==> src/rtl/lcd_pkg.sv <==
// Shared types, command bytes and transfer-sequencing helpers for the
// HD44780 character LCD writer.
package lcd_pkg;

    typedef enum logic [1:0] {S_POWERUP, S_INIT, S_IDLE, S_WRITE} state_e;
    typedef enum logic [1:0] {PH_SETUP, PH_EN, PH_WAIT} phase_e;

    localparam logic [7:0] LCD_FUNC_SET = 8'h38;
    localparam logic [7:0] LCD_DISP_ON  = 8'h0C;
    localparam logic [7:0] LCD_CLEAR    = 8'h01;
    localparam logic [7:0] LCD_ENTRY    = 8'h06;
    localparam logic [7:0] LCD_ROW0     = 8'h80;
    localparam logic [7:0] LCD_ROW1     = 8'hC0;

    localparam int unsigned STR_W = 256;
    localparam int unsigned IDX_W = 6;

    localparam logic [IDX_W-1:0] INIT_LAST  = 6'd3;
    localparam logic [IDX_W-1:0] ROW1_IDX   = 6'd17;
    localparam logic [IDX_W-1:0] WRITE_LAST = 6'd33;

    typedef struct packed {
        logic       rs;
        logic [7:0] data;
    } lcd_xfer_t;

    function automatic lcd_xfer_t init_item(input logic [1:0] n);
        case (n)
            2'd0:    return '{rs: 1'b0, data: LCD_FUNC_SET};
            2'd1:    return '{rs: 1'b0, data: LCD_DISP_ON};
            2'd2:    return '{rs: 1'b0, data: LCD_CLEAR};
            default: return '{rs: 1'b0, data: LCD_ENTRY};
        endcase
    endfunction

    // Refresh slot n: 0 = row-0 address, 17 = row-1 address, else a snapshot byte.
    function automatic lcd_xfer_t write_item(input logic [IDX_W-1:0] n,
                                             input logic [STR_W-1:0] snap);
        lcd_xfer_t   x;
        int unsigned k;
        x = '{rs: 1'b1, data: 8'h00};
        k = 0;
        if (n == '0) begin
            x = '{rs: 1'b0, data: LCD_ROW0};
        end else if (n == ROW1_IDX) begin
            x = '{rs: 1'b0, data: LCD_ROW1};
        end else begin
            if (n < ROW1_IDX) k = 32'(n) - 32'd1;
            else              k = 32'(n) - 32'd2;
            x.data = snap[k*8 +: 8];
        end
        return x;
    endfunction

    function automatic logic is_long(input lcd_xfer_t x);
        return (!x.rs) && (x.data == LCD_CLEAR);
    endfunction

endpackage

==> src/rtl/lcd_bus_cycle.sv <==
// One LCD bus transfer: SETUP (1 cycle), EN high, then settle wait.
// o_done flags the final wait cycle so the next transfer can follow with no gap.
module lcd_bus_cycle
    import lcd_pkg::*;
#(
    parameter int unsigned EN_CYC  = 16,
    parameter int unsigned CMD_CYC = 2500,
    parameter int unsigned CLR_CYC = 82000,
    parameter int unsigned CNT_W   = 20
) (
    input  logic       i_clk,
    input  logic       i_rst,
    input  logic       i_start,
    input  logic       i_rs,
    input  logic [7:0] i_data,
    input  logic       i_long,
    output logic       o_done,
    output logic       o_LCD_EN,
    output logic       o_LCD_RS,
    output logic [7:0] o_LCD_DATA
);

    logic             active_q, active_d;
    phase_e           phase_q, phase_d;
    logic [CNT_W-1:0] cnt_q, cnt_d;
    logic             long_q, long_d;
    logic             en_q, en_d;
    logic             rs_q, rs_d;
    logic [7:0]       data_q, data_d;
    logic             done_q, done_d;

    always_ff @(posedge i_clk) begin
        if (i_rst) begin
            active_q <= 1'b0;
            phase_q  <= PH_SETUP;
            cnt_q    <= '0;
            long_q   <= 1'b0;
            en_q     <= 1'b0;
            rs_q     <= 1'b0;
            data_q   <= 8'h00;
            done_q   <= 1'b0;
        end else begin
            active_q <= active_d;
            phase_q  <= phase_d;
            cnt_q    <= cnt_d;
            long_q   <= long_d;
            en_q     <= en_d;
            rs_q     <= rs_d;
            data_q   <= data_d;
            done_q   <= done_d;
        end
    end

    always_comb begin
        active_d = active_q;
        phase_d  = phase_q;
        cnt_d    = cnt_q;
        long_d   = long_q;
        en_d     = en_q;
        rs_d     = rs_q;
        data_d   = data_q;
        if (i_start) begin
            active_d = 1'b1;
            phase_d  = PH_SETUP;
            cnt_d    = '0;
            long_d   = i_long;
            en_d     = 1'b0;
            rs_d     = i_rs;
            data_d   = i_data;
        end else if (active_q) begin
            case (phase_q)
                PH_SETUP: begin
                    phase_d = PH_EN;
                    cnt_d   = CNT_W'(EN_CYC - 1);
                    en_d    = 1'b1;
                end
                PH_EN: begin
                    if (cnt_q == '0) begin
                        phase_d = PH_WAIT;
                        en_d    = 1'b0;
                        cnt_d   = long_q ? CNT_W'(CLR_CYC - 1) : CNT_W'(CMD_CYC - 1);
                    end else begin
                        cnt_d = cnt_q - CNT_W'(1);
                    end
                end
                PH_WAIT: begin
                    if (cnt_q == '0) active_d = 1'b0;
                    else             cnt_d    = cnt_q - CNT_W'(1);
                end
                default: phase_d = PH_SETUP;
            endcase
        end
        // RS/DATA are only reloaded on start, so they hold through all phases and idle.
        done_d = active_d && (phase_d == PH_WAIT) && (cnt_d == '0);
    end

    assign o_done     = done_q;
    assign o_LCD_EN   = en_q;
    assign o_LCD_RS   = rs_q;
    assign o_LCD_DATA = data_q;

endmodule

==> src/rtl/lcd_writer.sv <==
// HD44780 16x2 writer: power-up wait, init commands, then full-screen refreshes
// of a snapshotted 32-character string on request.
module lcd_writer
    import lcd_pkg::*;
#(
    parameter int unsigned POWERUP_CYC = 750000,
    parameter int unsigned EN_CYC      = 16,
    parameter int unsigned CMD_CYC     = 2500,
    parameter int unsigned CLR_CYC     = 82000
) (
    input  logic             i_clk,
    input  logic             i_rst,
    input  logic [STR_W-1:0] i_string,
    input  logic             i_update,
    output logic             o_busy,
    output logic [7:0]       o_LCD_DATA,
    output logic             o_LCD_EN,
    output logic             o_LCD_RS,
    output logic             o_LCD_RW,
    output logic             o_LCD_ON,
    output logic             o_LCD_BLON
);

    localparam int unsigned MAX_A   = (POWERUP_CYC > CLR_CYC) ? POWERUP_CYC : CLR_CYC;
    localparam int unsigned MAX_B   = (CMD_CYC > EN_CYC) ? CMD_CYC : EN_CYC;
    localparam int unsigned MAX_CYC = (MAX_A > MAX_B) ? MAX_A : MAX_B;
    localparam int unsigned CNT_W   = $clog2(MAX_CYC + 1);

    state_e           state_q, state_d;
    logic [CNT_W-1:0] cnt_q, cnt_d;
    logic [IDX_W-1:0] idx_q, idx_d;
    logic [STR_W-1:0] snap_q, snap_d;
    logic             pending_q, pending_d;
    logic             busy_q, busy_d;

    logic      start_c;
    logic      take_c;
    lcd_xfer_t xfer_c;
    logic      bus_done;

    always_ff @(posedge i_clk) begin
        if (i_rst) begin
            state_q   <= S_POWERUP;
            cnt_q     <= '0;
            idx_q     <= '0;
            snap_q    <= '0;
            pending_q <= 1'b0;
            busy_q    <= 1'b1;
        end else begin
            state_q   <= state_d;
            cnt_q     <= cnt_d;
            idx_q     <= idx_d;
            snap_q    <= snap_d;
            pending_q <= pending_d;
            busy_q    <= busy_d;
        end
    end

    always_comb begin
        state_d   = state_q;
        cnt_d     = cnt_q;
        idx_d     = idx_q;
        snap_d    = snap_q;
        pending_d = pending_q;
        start_c   = 1'b0;
        take_c    = 1'b0;
        xfer_c    = '{rs: 1'b0, data: 8'h00};

        case (state_q)
            S_POWERUP: begin
                if (cnt_q == CNT_W'(POWERUP_CYC - 1)) begin
                    state_d = S_INIT;
                    cnt_d   = '0;
                    idx_d   = '0;
                    start_c = 1'b1;
                    xfer_c  = init_item(2'd0);
                end else begin
                    cnt_d = cnt_q + CNT_W'(1);
                end
            end
            S_INIT: begin
                if (bus_done) begin
                    if (idx_q == INIT_LAST) begin
                        state_d = S_WRITE;
                        take_c  = 1'b1;
                    end else begin
                        idx_d   = idx_q + 6'd1;
                        start_c = 1'b1;
                        xfer_c  = init_item(idx_d[1:0]);
                    end
                end
            end
            S_WRITE: begin
                if (bus_done) begin
                    if (idx_q == WRITE_LAST) begin
                        // A request arriving on this very cycle counts as pending.
                        if (pending_q || i_update) take_c  = 1'b1;
                        else                       state_d = S_IDLE;
                    end else begin
                        idx_d   = idx_q + 6'd1;
                        start_c = 1'b1;
                        xfer_c  = write_item(idx_d, snap_q);
                    end
                end
            end
            S_IDLE: begin
                if (i_update) begin
                    state_d = S_WRITE;
                    take_c  = 1'b1;
                end
            end
            default: state_d = S_POWERUP;
        endcase

        // Snapshot starts a refresh and satisfies any outstanding request.
        if (take_c) begin
            snap_d    = i_string;
            idx_d     = '0;
            pending_d = 1'b0;
            start_c   = 1'b1;
            xfer_c    = write_item('0, i_string);
        end else if (i_update && (state_q != S_IDLE)) begin
            pending_d = 1'b1;
        end

        busy_d = (state_d != S_IDLE);
    end

    lcd_bus_cycle #(
        .EN_CYC  (EN_CYC),
        .CMD_CYC (CMD_CYC),
        .CLR_CYC (CLR_CYC),
        .CNT_W   (CNT_W)
    ) u_bus (
        .i_clk      (i_clk),
        .i_rst      (i_rst),
        .i_start    (start_c),
        .i_rs       (xfer_c.rs),
        .i_data     (xfer_c.data),
        .i_long     (is_long(xfer_c)),
        .o_done     (bus_done),
        .o_LCD_EN   (o_LCD_EN),
        .o_LCD_RS   (o_LCD_RS),
        .o_LCD_DATA (o_LCD_DATA)
    );

    assign o_busy     = busy_q;
    assign o_LCD_RW   = 1'b0;
    assign o_LCD_ON   = 1'b1;
    assign o_LCD_BLON = 1'b1;

endmodule

==> config.mk <==
export PLATFORM = sky130hd
export DESIGN_NAME = lcd_writer
export DESIGN_NICKNAME = d
export VERILOG_FILES = /design/src/rtl/lcd_pkg.sv /design/src/rtl/lcd_bus_cycle.sv /design/src/rtl/lcd_writer.sv
export SDC_FILE = /design/constraint.sdc
export NUM_CORES = 1
export LEC_CHECK = 0
export BUFFER_PORTS_ARGS = -buffer_cell sky130_fd_sc_hd__buf_2
export CAP_MARGIN = 25
export CORE_MARGIN = 3
export CORE_UTILIZATION = 30
export DETAILED_ROUTE_END_ITERATION = 7
export GPL_TIMING_DRIVEN = 1
export HOLD_SLACK_MARGIN = 0.1
export PLACE_DENSITY = 0.56
export SLEW_MARGIN = 20
export SYNTH_ARGS = -nofsm -noshare
export SYNTH_HDL_FRONTEND = slang
export SYNTH_SLANG_ARGS = --single-unit
==> constraint.sdc <==
create_clock -name i_clk -period 5.7 [get_ports i_clk]
set_input_delay 1.425 -clock i_clk [delete_from_list [all_inputs] [get_ports i_clk]]
set_output_delay 1.425 -clock i_clk [all_outputs]
set_load 0.01 [all_outputs]
Yosys cells after proc, flatten, opt, wreduce, memory -nomap -nowiden. Cells that the tools add are included.

Bits in registers: 321. Output and inout bits: 14. Word-level logic and storage cells: 122.

$add $sub $neg: 5. $lt $le $gt $ge: 1. Equal/unequal tests: 21. Shift-type cells: 1. Muxes and demuxes: 62. Reduce and logical (&&, ||, !) cells: 18.

Operator list (number): $shiftx 256x33->8 (1); $mux 29 (6); $mux 20 (5); $pmux 20 s3 (1); $mux 6 (8); $logic_not 20->1 (2); $mux 9 (4); $pmux 6 s3 (2); $pmux 9 s3 (1); $add 20x1->20 const B (1); $eq 20x20->1 const B (1); $mux 2 (10); $sub 20x1->20 const B (1); $mux 1 (18); $mux 17 (1); $eq 2x2->1 const B (5); $ne 2x2->1 const B (5); $eq 8x1->1 const B (1); $mux 8 (1); $pmux 2 s4 (1); $sub 6x1->7 const B (1); $sub 6x2->7 const B (1); $add 6x1->6 const B (1); $eq 2x1->1 const B (3); 18 further kinds (27).

Logic depth before layout (Yosys ltp). Gate-level depths: netlist (run 1).

Word-level depth: 17. Depth in mapped cells: 20.

Hierarchy. A second synthesis (run 1) with hierarchy kept.

Cell total of the unflattened synthesis: 2248. Area total of the unflattened synthesis: 16619.7 um^2.

Modules (own cells, without submodules): lcd_writer (instances 1, cells an instance 1977, area each 14410.1 um^2); lcd_bus_cycle (instances 1, cells an instance 271, area each 2209.6 um^2).

Least setup slack after synthesis (run 1). Ideal clock, no wire load.

Path type: register to register. Start point: reg idx_q[0]. End point: reg u_bus.long_q. Library setup time: 0.115 ns. Arrival time: 4.606 ns. Data required time: 5.585 ns. Setup slack: 0.978 ns. Stages on the path, launching flop included: 21. Buffers on the path: 7. Cells stage by stage: dfxtp_1 -> clkbuf_1 -> inv_1 -> clkbuf_1 -> buf_1 -> ha_1 -> clkbuf_1 -> inv_1 -> clkbuf_1 -> clkbuf_1 -> ha_1 -> inv_1 -> o41ai_2 -> xor2_1 -> buf_2 -> mux2i_1 -> a311oi_1 -> o211ai_1 -> o32ai_2 -> nor3_1 -> a31o_1.

Longest elaborated chain between the ends: 17. Elaborated cells on any way between the ends: 42. Classes of those cells: add/sub (3); order compare (1); eq/ne (6); shift (1); mux (27); reduce/logical (4).

Ends and longest elaborated chain: start, declared (RTL line lcd_writer.sv:31) `logic [IDX_W-1:0] idx_q, idx_d;`; start signal, assigned (RTL line lcd_writer.sv:52) `idx_q <= idx_d;`; $add 6x1->6 (RTL line lcd_writer.sv:87, lcd_writer.sv:100); $sub 6x2->7, or another cell as far along (RTL line lcd_pkg.sv:49) `else k = 32'(n) - 32'd2;`; $mux 29 (RTL line lcd_pkg.sv:48) `if (n < ROW1_IDX) k = 32'(n) - 32'd1;`; $mux 29 (RTL line lcd_pkg.sv:45) `end else if (n == ROW1_IDX) begin`; $mux 29 (RTL line lcd_pkg.sv:43) `if (n == '0) begin`; $mux 29 (RTL line lcd_writer.sv:95) `if (idx_q == WRITE_LAST) begin`; $mux 29 (RTL line lcd_writer.sv:94) `if (bus_done) begin`; $mux 29 (RTL line lcd_writer.sv:69) `case (state_q)`; $shiftx 256x33->8 (RTL line lcd_pkg.sv:50) `x.data = snap[k*8 +: 8];`; $mux 8 (RTL line lcd_pkg.sv:45); $mux 9 (RTL line lcd_pkg.sv:43); $mux 9 (RTL line lcd_writer.sv:95); $mux 9 (RTL line lcd_writer.sv:94); $pmux 9 s3 (RTL line lcd_writer.sv:69); $mux 9 (RTL line lcd_writer.sv:116) `if (take_c) begin`; $eq 8x1->1 (RTL line lcd_pkg.sv:56) `return (!x.rs) && (x.data == LCD_CLEAR);`; $logic_and 1x1->1 (RTL line lcd_pkg.sv:56); end signal, assigned (RTL line lcd_bus_cycle.sv:46) `long_q <= long_d;`; end, declared (RTL line lcd_bus_cycle.sv:26) `logic long_q, long_d;`.

Parallel ways exist; a longest one is shown, timed or not. The select of a mux whose other input is x is not followed. A chain may end at the register's enable or synchronous reset.

Worst setup path after layout (run 1).
Start point: reg idx_q[1]. End point: reg u_bus.long_q.

The elaborated chain is that of the path after synthesis.

==> metrics.cfg, run 1 <==
[run_status]
outcome=completed

[cts]
post_cts_resized=0
cts_setup_buffers=0
cts_tree=yes
cts_buffers=38
numClockSinks=321
cts_buffer_depth=3
clockRootBuffer=clkbuf_16
h-tree-depth=2
clk_pin_slew_ns=0.06
clk_latency_ns=0.57
hold_buffers=0

[sta]
drv_slew=0
timing.fmax_mhz=209
setup_tns_ns=0
fin_crit_sh_pct=84.0
rsz0062_at_grt=no
hold_viol=0
worst_slew_pin_slew_ns=1.03
finalSetupViolations=0
maxSlewHeadroom_pct=31.6
fin_hold_ws_ns=0.448
skew_ns=0.0267
fin_crit_ns=4.79

[hold_path]
hp-class=flop to flop
hold_depth=2

[grt]
antenna_found_initial=4
met3_usage_pct=2.90
grt_max_degree=146
use_met2_pct=34.1
grt_usage_pct=20.4
grtUsageMet1_pct=27.5
grt-ovfl-total=0
gr-max-usage-layer=met2
grt_pass1_vias=15500
grt_pass1_wl_um=90400

[worst_setup_path]
endpoint_kind=flop
worstPathRequired_ns=6.15
reg2reg_depth=11
cp.arrival_ns=5.24
crit_type=flop to flop
cp-start-kind=flop
cp_max_fo=23

[routing]
ant_nets=0
vias_per_cell=5.37
drt_iter0_drc=1453
vias=16300
wl_per_cell_um=19.8
wl_um=60100
first_pass_iters=5
drc=0

[layout]
final_cell_mix=638 x nand2_1, 325 x a21oi_1, 320 x dfxtp_1, 268 x buf_2, 102 x nor2_1
final_common_cell=nand2_1
area_delta_synth_final_pct=18.6
drive_gt1_share_pct=17.5
num-nets-final=2586
utilization_pct=36.1
fin_cells=3030
fin_area_um2=19000

[synth]
synthCells=2160
synth_compound_area_share_pct=22.3
synth_ff_type=dfxtp_1
synth-async-reset-ratio_pct=0
synth-adder-area-share_pct=0.857
yosys.area_share.xor_xnor_pct=1.57
synth_edf_count=0
ys_seq_area_share_pct=40.0
synth_simple_gate_area_share_pct=24.8
ys_ff_latch=321
yosysTopAreaCell=dfxtp_1
synth.area.mux_share_pct=5.58
syn_avg_cell_area_um2=7.43
synth_top_family_by_area=simple AND/OR/NAND/NOR gates
synth_top_cells_by_area=dfxtp_1 40%, nand2_1 15%, a21oi_1 10%
ys_warn_count=0
synth.top_cell.area_share_pct=40.0
synth.distinct_cells=81
syn_area_um2=16100

[pwr]
power.leakage_nw=6.67
pwr_density_cell_nw_per_um2=251
ir_drop_mv=0.177

[placed_design]
hpwlAfterDp_um=43700
placedCellCount=2963
io_buffers=269
placed_area_um2=17800
globalplace.congestion=0.919

[floorplanning]
die_h_um=237
fp-row-count=84
pin_count=273
core-area_um2=52800
initial_core_util_pct=30.4
dieWidth_um=237
die_area_um2=56300

[job]
max_cap_violations=0

-- critical path: stages, from the launching register on --
cell      delay [ns]
dfxtp_1         0.57
ha_1            0.59
and2_1          0.37
o211a_1         0.68
o21ai_0         0.33
and2_1          0.52
o21ai_0         0.28
a311oi_1        0.09
o311ai_0        0.62
a32oi_1         0.22
and2_1          0.19
a31o_1          0.20
-- Yosys cell counts (all sizes together) (5+ instances only) --
| master | count |
|---|---|
| buf | 39 |
| or3 | 10 |
| o22ai | 24 |
| xnor2 | 10 |
| a22oi | 5 |
| or4 | 5 |
| o221ai | 16 |
| a21oi | 327 |
| a31oi | 33 |
| mux2i | 49 |
| a32oi | 6 |
| o21ai | 66 |
| inv | 17 |
| a311oi | 17 |
| o211ai | 12 |
| a2111oi | 6 |
| nor3 | 38 |
| and3 | 10 |
| nand2b | 14 |
| mux2 | 20 |
| nor2b | 9 |
| ha | 11 |
| nor4 | 12 |
| clkbuf | 139 |
| and2 | 14 |
| nand2 | 640 |
| o31ai | 11 |
| a2111o | 5 |
| a211oi | 9 |
| xor2 | 18 |
| mux4 | 8 |
| nand3 | 42 |
| a311o | 5 |
| a221oi | 9 |
| nor2 | 103 |
| o41ai | 9 |
| nand4 | 14 |
| dfxtp | 321 |
-- registers in the layout, indices dropped and copies added (netlist names), 2 cells and up --
name and cells:
u_bus.cnt_q 20, u_bus.o_LCD_DATA 8, cnt_q 20, u_bus.phase_q 2, state_q 2, idx_q 6
snap_q 256
-- power by group --
| part | switching (mW) | internal, mW |
|---|---|---|
| clock network | 1.00 | 1.38 |
| logic | 0.0799 | 0.0686 |
| registers | 0.00217 | 2.25 |
| total | 1.09 | 3.70 |
-- stage by stage --
step | power (mW) | setup slack, ns
final | 4.78 | 0.913
after global routing | 4.93 | 0.632
after global placement | 2.45 | 1.09
after floorplan | 2.34 | 0.978
after detailed placement | 2.45 | 0.978
after CTS | 4.84 | 0.929
-- worst paths after layout --
check / from / endpoint / slack (ns)
setup reg to reg: idx_q[1] / u_bus.long_q / 0.91
setup / recovery: idx_q[1] / u_bus.long_q / 0.91
hold / removal: snap_q[218] / snap_q[218] / 0.45
hold reg to reg: snap_q[218] / snap_q[218] / 0.45
-- area by class of cell --
type                       count  area [um^2]
multi-input combinational   1645         8920
fill                        5617        33700
sequential                   321         6430
tap                          688          861
clock inverter                10          133
antenna                        2         5.00
inverter                      17         63.8
timing repair buffer         293         1550
clock buffer                  54         1080
-- metal layers --
metal  routed length, um  up-vias
li1                    -     7866
met1               26900     7776
met2               28300      526
met3                3390       91
met4                1470        6
met5                  34        -
-- cell families (layout without fill, tap and decap cells) --
group	after synthesis	count (layout)
AOI/OAI and AO/OA	593	593
muxes	77	77
other	2	5
adders and majority gates	11	11
xor gates and xnor gates	28	28
buffers and inverters	195	374
and+or+nand+nor	933	933
DFF	321	321
Note: power is estimated with default switching activity, not from simulation.
==> inputs of run 2 (changes only) <==
--- a/config.mk
+++ b/config.mk
@@ -12,7 +12,7 @@
 export DETAILED_ROUTE_END_ITERATION = 7
 export GPL_TIMING_DRIVEN = 1
 export HOLD_SLACK_MARGIN = 0.1
-export PLACE_DENSITY = 0.56
+export PLACE_DENSITY = 0.58
 export SLEW_MARGIN = 20
 export SYNTH_ARGS = -nofsm -noshare
 export SYNTH_HDL_FRONTEND = slang
==> constraint.sdc (replaced) <==
create_clock -name i_clk -period 4.4 [get_ports i_clk]
set_input_delay 1.1 -clock i_clk [delete_from_list [all_inputs] [get_ports i_clk]]
set_output_delay 1.1 -clock i_clk [all_outputs]
set_load 0.01 [all_outputs]
==> run 2 against run 1 <==
  * Power grew 38%
  * Maximum frequency up 17%
  * Register-to-register slack got worse by 0.62 ns
  * First-iteration DRC count rose by 14%
  * Sequential share of layout area shrank 0.74 points
  * Wire length up 2.6%
  * Core utilization rose by 0.80 points
  * Sequential power up 29%
  * Highest routed layer unchanged
  * Clock-buffer cell count stayed put
  * Clock skew decreased by 0.0035 ns
  * Sequential cell count is the same
  * Non-clock buffer count is 24 higher
==> metrics.cfg, run 2 (synthesized netlist as in run 1, its figures left out) <==
[run_status]
outcome=completed

[floorplanning]
core-area_um2=52800  ; unchanged
fp-row-count=84  ; unchanged
dieWidth_um=237  ; unchanged
pin_count=273  ; unchanged
die_h_um=237  ; unchanged
die_area_um2=56300  ; unchanged
initial_core_util_pct=30.4  ; unchanged

[cts]
clk_latency_ns=0.56  ; about the same
cts_buffer_depth=3  ; unchanged
clk_pin_slew_ns=0.05  ; about the same
cts_tree=yes
h-tree-depth=2  ; unchanged
cts_setup_buffers=0  ; unchanged
numClockSinks=321  ; unchanged
cts_buffers=40  ; +5.3%
clockRootBuffer=clkbuf_16
post_cts_resized=0  ; unchanged
hold_buffers=0  ; unchanged

[pwr]
ir_drop_mv=0.228  ; +29%
finalPower_mw=6.59  ; +38%
pwr_density_cell_nw_per_um2=339  ; +35%
power.leakage_nw=6.91  ; +3.6%

[routing]
vias=16600  ; +2.1%
vias_per_cell=5.42  ; +1.1%
ant_nets=0  ; unchanged
first_pass_iters=5  ; unchanged
wl_um=61700  ; +2.6%
drt_iter0_drc=1656  ; +14%
wl_per_cell_um=20.2  ; +1.6%
drc=0  ; unchanged

[placed_design]
placedCellCount=2987  ; +0.81%
io_buffers=269  ; unchanged
place_ws_ns=0.383  ; -0.595 ns
hpwlAfterDp_um=45100  ; +3.0%
globalplace.congestion=0.920  ; about the same

[worst_setup_path]
critPathMaxStageDelay_ns=0.58  ; -0.10 ns
crit_chain=ha_1, and2_1, a311oi_2, nor2_4, buf_4, nor2_1, mux4_2, a311o_1, and4_1, o32ai_2, nor3_1, a31o_1
cp_top_family=compound AO/OA/AOI/OAI gates
endpoint_kind=flop
crit_type=flop to flop
cp-start-kind=flop
worstPathRequired_ns=4.84  ; -1.31 ns
cp_max_fo=48  ; +110%
critPathBufInv=1  ; +1
cp_slowest_cell=dfxtp_1
cp.arrival_ns=4.55  ; -0.69 ns

[sta]
hold_viol=0  ; unchanged
skew_ns=0.0232  ; -0.00348 ns
timing.fmax_mhz=243  ; +17%
setup_ws_ns=0.293  ; -0.620 ns
finalSetupViolations=0  ; unchanged
setup_tns_ns=0  ; unchanged
fin_crit_sh_pct=93.3  ; +9.4 points
drv_slew=0  ; unchanged
maxSlewHeadroom_pct=30.4  ; -1.2 points
fin_crit_ns=4.11  ; -0.680 ns
worst_slew_pin_slew_ns=1.04  ; +0.00998 ns
rsz0062_at_grt=no

[layout]
utilization_pct=36.9  ; +0.80 points
fillers=5540  ; -1.4%
regMostFlops=snap_q
final_common_cell=nand2_1
num-nets-final=2612  ; +1.0%
largest_reg_flops=256  ; unchanged
final_cell_mix=638 x nand2_1, 325 x a21oi_1, 320 x dfxtp_1, 268 x buf_2, 102 x nor2_1
antenna_cells=0  ; -2
reg.largest.list=snap_q (256), cnt_q (20), u_bus.cnt_q (20)
drive_gt1_share_pct=18.9  ; +1.4 points
fin_cells=3061  ; +1.0%
area_delta_synth_final_pct=21.2

[grt]
grt_pass1_vias=15700  ; +0.92%
grt_usage_pct=21.0  ; +0.60 points
use_met2_pct=34.2  ; +0.11 points
gr-max-usage-layer=met2
grt_max_degree=257  ; +76%
grt_pass1_wl_um=93000  ; +2.8%
grtUsageMet1_pct=28.8  ; +1.3 points
grt-ovfl-total=0  ; unchanged
met3_usage_pct=2.82  ; -0.081 points
antenna_found_initial=2  ; -2

[job]
max_cap_violations=0  ; unchanged

[hold_path]
hp-class=flop to flop

## run 2: final cells by class
type,instances,area [um^2],area share (%)
tap,688,861,4.42
timing repair buffer,317,1790,9.17
clock buffer,54,1150,5.93
sequential,321,6430,33.0
clock inverter,19,251,1.29
inverter,17,63.8,0.328
multi-input combinational,1645,8920,45.8
## run 2: path summary, 6_finish.rpt
kind	cells past startpoint	end	slack (ns)	from
worst max-delay path	12	u_bus.long_q	0.29	idx_q[1]
worst max register to register	12	u_bus.long_q	0.29	idx_q[1]
worst min-delay path	2	snap_q[121]	0.45	snap_q[121]
worst min register to register	2	snap_q[121]	0.45	snap_q[121]
## run 2: layer usage
layer / part of all wire [%] / vias to the layer above
met3: 5.4 / 110
met4: 3.1 / 2
li1: - / 7913
met5: 0.021 / -
met2: 46 / 619
met1: 46 / 7960
## run 2: worst reg2reg max path, cell delays in order (launching register included)
cell      delay, ns
dfxtp_1        0.58
ha_1           0.38
and2_1         0.36
a311oi_2       0.24
nor2_4         0.24
buf_4          0.48
nor2_1         0.10
mux4_2         0.49
a311o_1        0.33
and4_1         0.19
o32ai_2        0.30
nor3_1         0.10
a31o_1         0.22
## run 2: metrics by stage
step	cell area [um^2]	hold WS, ns
2_1_floorplan	16100	0.427
3_3_place_gp	18000	0.436
3_5_place_dp	18000	0.443
4_1_cts	19400	0.451
5_1_grt	19500	0.470
6_report	19500	0.450
## run 2: report_power, final
part | switching [mW] | internal, mW | total, mW | leakage (nW)
clock | 1.34 | 2.15 | 3.49 | 0.690
sequential | 0.00300 | 2.91 | 2.91 | 2.59
combinational | 0.105 | 0.0895 | 0.194 | 3.64
==> inputs of run 3 (changes only) <==
--- a/config.mk
+++ b/config.mk
@@ -8,11 +8,11 @@
 export BUFFER_PORTS_ARGS = -buffer_cell sky130_fd_sc_hd__buf_2
 export CAP_MARGIN = 25
 export CORE_MARGIN = 3
-export CORE_UTILIZATION = 30
+export CORE_UTILIZATION = 42
 export DETAILED_ROUTE_END_ITERATION = 7
 export GPL_TIMING_DRIVEN = 1
 export HOLD_SLACK_MARGIN = 0.1
-export PLACE_DENSITY = 0.58
+export PLACE_DENSITY = 0.73
 export SLEW_MARGIN = 20
 export SYNTH_ARGS = -nofsm -noshare
 export SYNTH_HDL_FRONTEND = slang
==> run 3 against run 2 <==
  * Global-route usage is 5.0 points higher
  * Register-to-register slack better by 0.14 ns
  * Combinational power is 6% lower
  * Critical path depth is 1 lower
  * Worst setup slack better by 0.14 ns
  * Non-clock buffer count stayed put
  * Wire length is 10% lower
  * Worst hold slack hardly changed
  * Core utilization is 14 points higher
  * Die area is 28% lower
  * Design area is 2.4% lower
  * Largest cell class unchanged
==> metrics.cfg, run 3 (synthesized netlist as in run 1, its figures left out) <==
[pwr]
switching_share_pct=21.6  ; -0.28 points
power.leakage_nw=6.80  ; -1.6%
switchingPower_mw=1.32  ; -8.8%
pwr-share-comb_pct=3.0  ; about the same
pwr_density_cell_nw_per_um2=321  ; -5.4%
clock_power_share_pct=49.2  ; -3.7 points
seqPwrFrac_pct=47.8  ; +3.6 points
ir_drop_mv=0.240  ; +5.4%
finalPower_mw=6.09  ; -7.6%
power.internal_mw=4.77  ; -7.3%

[placed_design]
hpwlAfterDp_um=40300  ; -11%
place_ws_ns=0.558  ; +0.174 ns
placedCellCount=2804  ; -6.1%
globalplace.congestion=0.968  ; +5.2%
io_buffers=269  ; unchanged

[worst_setup_path]
critPathMaxStageDelay_ns=0.66  ; +0.08 ns
endpoint_kind=flop
cp_max_fo=23  ; -52%
cp.arrival_ns=4.40  ; -0.15 ns
crit_type=flop to flop
crit_chain=ha_1, and2_1, o211a_1, nor2_4, nor3_1, a221o_1, a21oi_1, o311ai_0, a32oi_1, and2_1, a31o_1
critPathBufInv=0  ; -1
cp_top_family=compound AO/OA/AOI/OAI gates
worstPathRequired_ns=4.83  ; about the same
cp_slowest_cell=nor3_1
cpMostUsedCell=and2_1
cp-start-kind=flop

[sta]
maxSlewHeadroom_pct=36.9  ; +6.5 points
finalSetupViolations=0  ; unchanged
worst_slew_pin_slew_ns=0.947  ; -0.0898 ns
setup_tns_ns=0  ; unchanged
fin_crit_ns=3.97  ; -0.138 ns
fin_hold_ws_ns=0.449  ; -0.000421 ns
setup_ws_ns=0.431  ; +0.138 ns
timing.fmax_mhz=252  ; +3.5%
rsz0062_at_grt=no
fin_crit_sh_pct=90.2  ; -3.1 points
hold_viol=0  ; unchanged
drv_slew=0  ; unchanged
skew_ns=0.0295  ; +0.00633 ns

[cts]
cts_buffers=36  ; -10%
numClockSinks=321  ; unchanged
clk_latency_ns=0.54  ; -0.02 ns
cts_setup_buffers=0  ; unchanged
clockRootBuffer=clkbuf_16
cts_buffer_depth=3  ; unchanged
hold_buffers=0  ; unchanged
clk_pin_slew_ns=0.06  ; about the same
post_cts_resized=0  ; unchanged
cts_tree=yes
h-tree-depth=2  ; unchanged

[routing]
vias_per_cell=5.73  ; +5.6%
first_pass_iters=5  ; unchanged
drc=0  ; unchanged
drt_iter0_drc=1613  ; -2.6%
wl_per_cell_um=19.3  ; -4.3%
wl_um=55300  ; -10%
vias=16400  ; -1.1%
ant_nets=0  ; unchanged

[floorplanning]
die_h_um=202  ; -15%
initial_core_util_pct=43.2  ; +13 points
fp-row-count=70  ; -17%
dieWidth_um=202  ; -15%
pin_count=273  ; unchanged
die_area_um2=40600  ; -28%
core-area_um2=37100  ; -30%

[hold_path]
hp-class=flop to flop

[layout]
final_cell_mix=638 x nand2_1, 325 x a21oi_1, 320 x dfxtp_1, 268 x buf_2, 102 x nor2_1
drive_gt1_share_pct=18.4  ; -0.44 points
reg.largest.list=snap_q (256), cnt_q (20), u_bus.cnt_q (20)
num-nets-final=2608  ; -0.15%
antenna_cells=0  ; unchanged
regMostFlops=snap_q
area_delta_synth_final_pct=18.3
largest_reg_flops=256  ; unchanged
fin_cells=2868  ; -6.3%
final_common_cell=nand2_1

[job]
max_cap_violations=0  ; unchanged

[grt]
grt_usage_pct=26.0  ; +5.0 points
grt_pass1_wl_um=85800  ; -7.8%
grt_pass1_vias=15600  ; -0.15%
grt_max_degree=169  ; -34%
antenna_found_initial=2  ; unchanged
grt-ovfl-total=0  ; unchanged

[run_status]
outcome=completed

-- run 3: area by class of cell --
cell class | instances | area, um^2
multi-input cells | 1645 | 8930
flip-flops and latches | 321 | 6430
repair buffers | 317 | 1770
well taps | 504 | 631
fillers | 3631 | 18100
clock inverters | 10 | 91.3
clock buffers | 54 | 1090
inverters | 17 | 63.8
-- run 3: tightest hold or removal path, stage by stage (launching register included) --
cell and delay, ns:
dfxtp_1 0.30, nand2_1 0.05, a21oi_1 0.05
-- run 3: final timing paths --
| path | slack, ns | end | from | cells past startpoint |
|---|---|---|---|---|
| setup / recovery | 0.43 | u_bus.long_q | idx_q[0] | 11 |
| hold / removal | 0.45 | snap_q[220] | snap_q[220] | 2 |
| setup reg to reg | 0.43 | u_bus.long_q | idx_q[0] | 11 |
| hold reg to reg | 0.45 | snap_q[220] | snap_q[220] | 2 |
-- run 3: per-stage QoR --
step           cell area [um^2]  utilization (%)
6_report                  19000             51.2
5_1_grt                   19000             51.2
4_1_cts                   19000             51.2
3_5_place_dp              17800             48.0
3_3_place_gp              17800             48.0
2_1_floorplan             16100                -
-- run 3: layer usage --
metal	share of wire, %	wire (um)	global-route usage, %	up-vias
li1	-	-	-	7897
met1	43	23900	35.7	7699
met2	46	25300	42.1	697
met3	7.8	4330	3.88	132
met4	3.2	1760	8.32	0
met5	0	0	0	-
-- run 3: power groups by stage --
stage	combinational, mW	clock, mW	sequential (mW)
after floorplan	0.0500	0	2.98
after global placement	0.179	0	2.98
after detailed placement	0.180	0	2.98
after CTS	0.181	3.05	2.91
after global routing	0.198	3.17	2.91
final	0.182	3.00	2.91
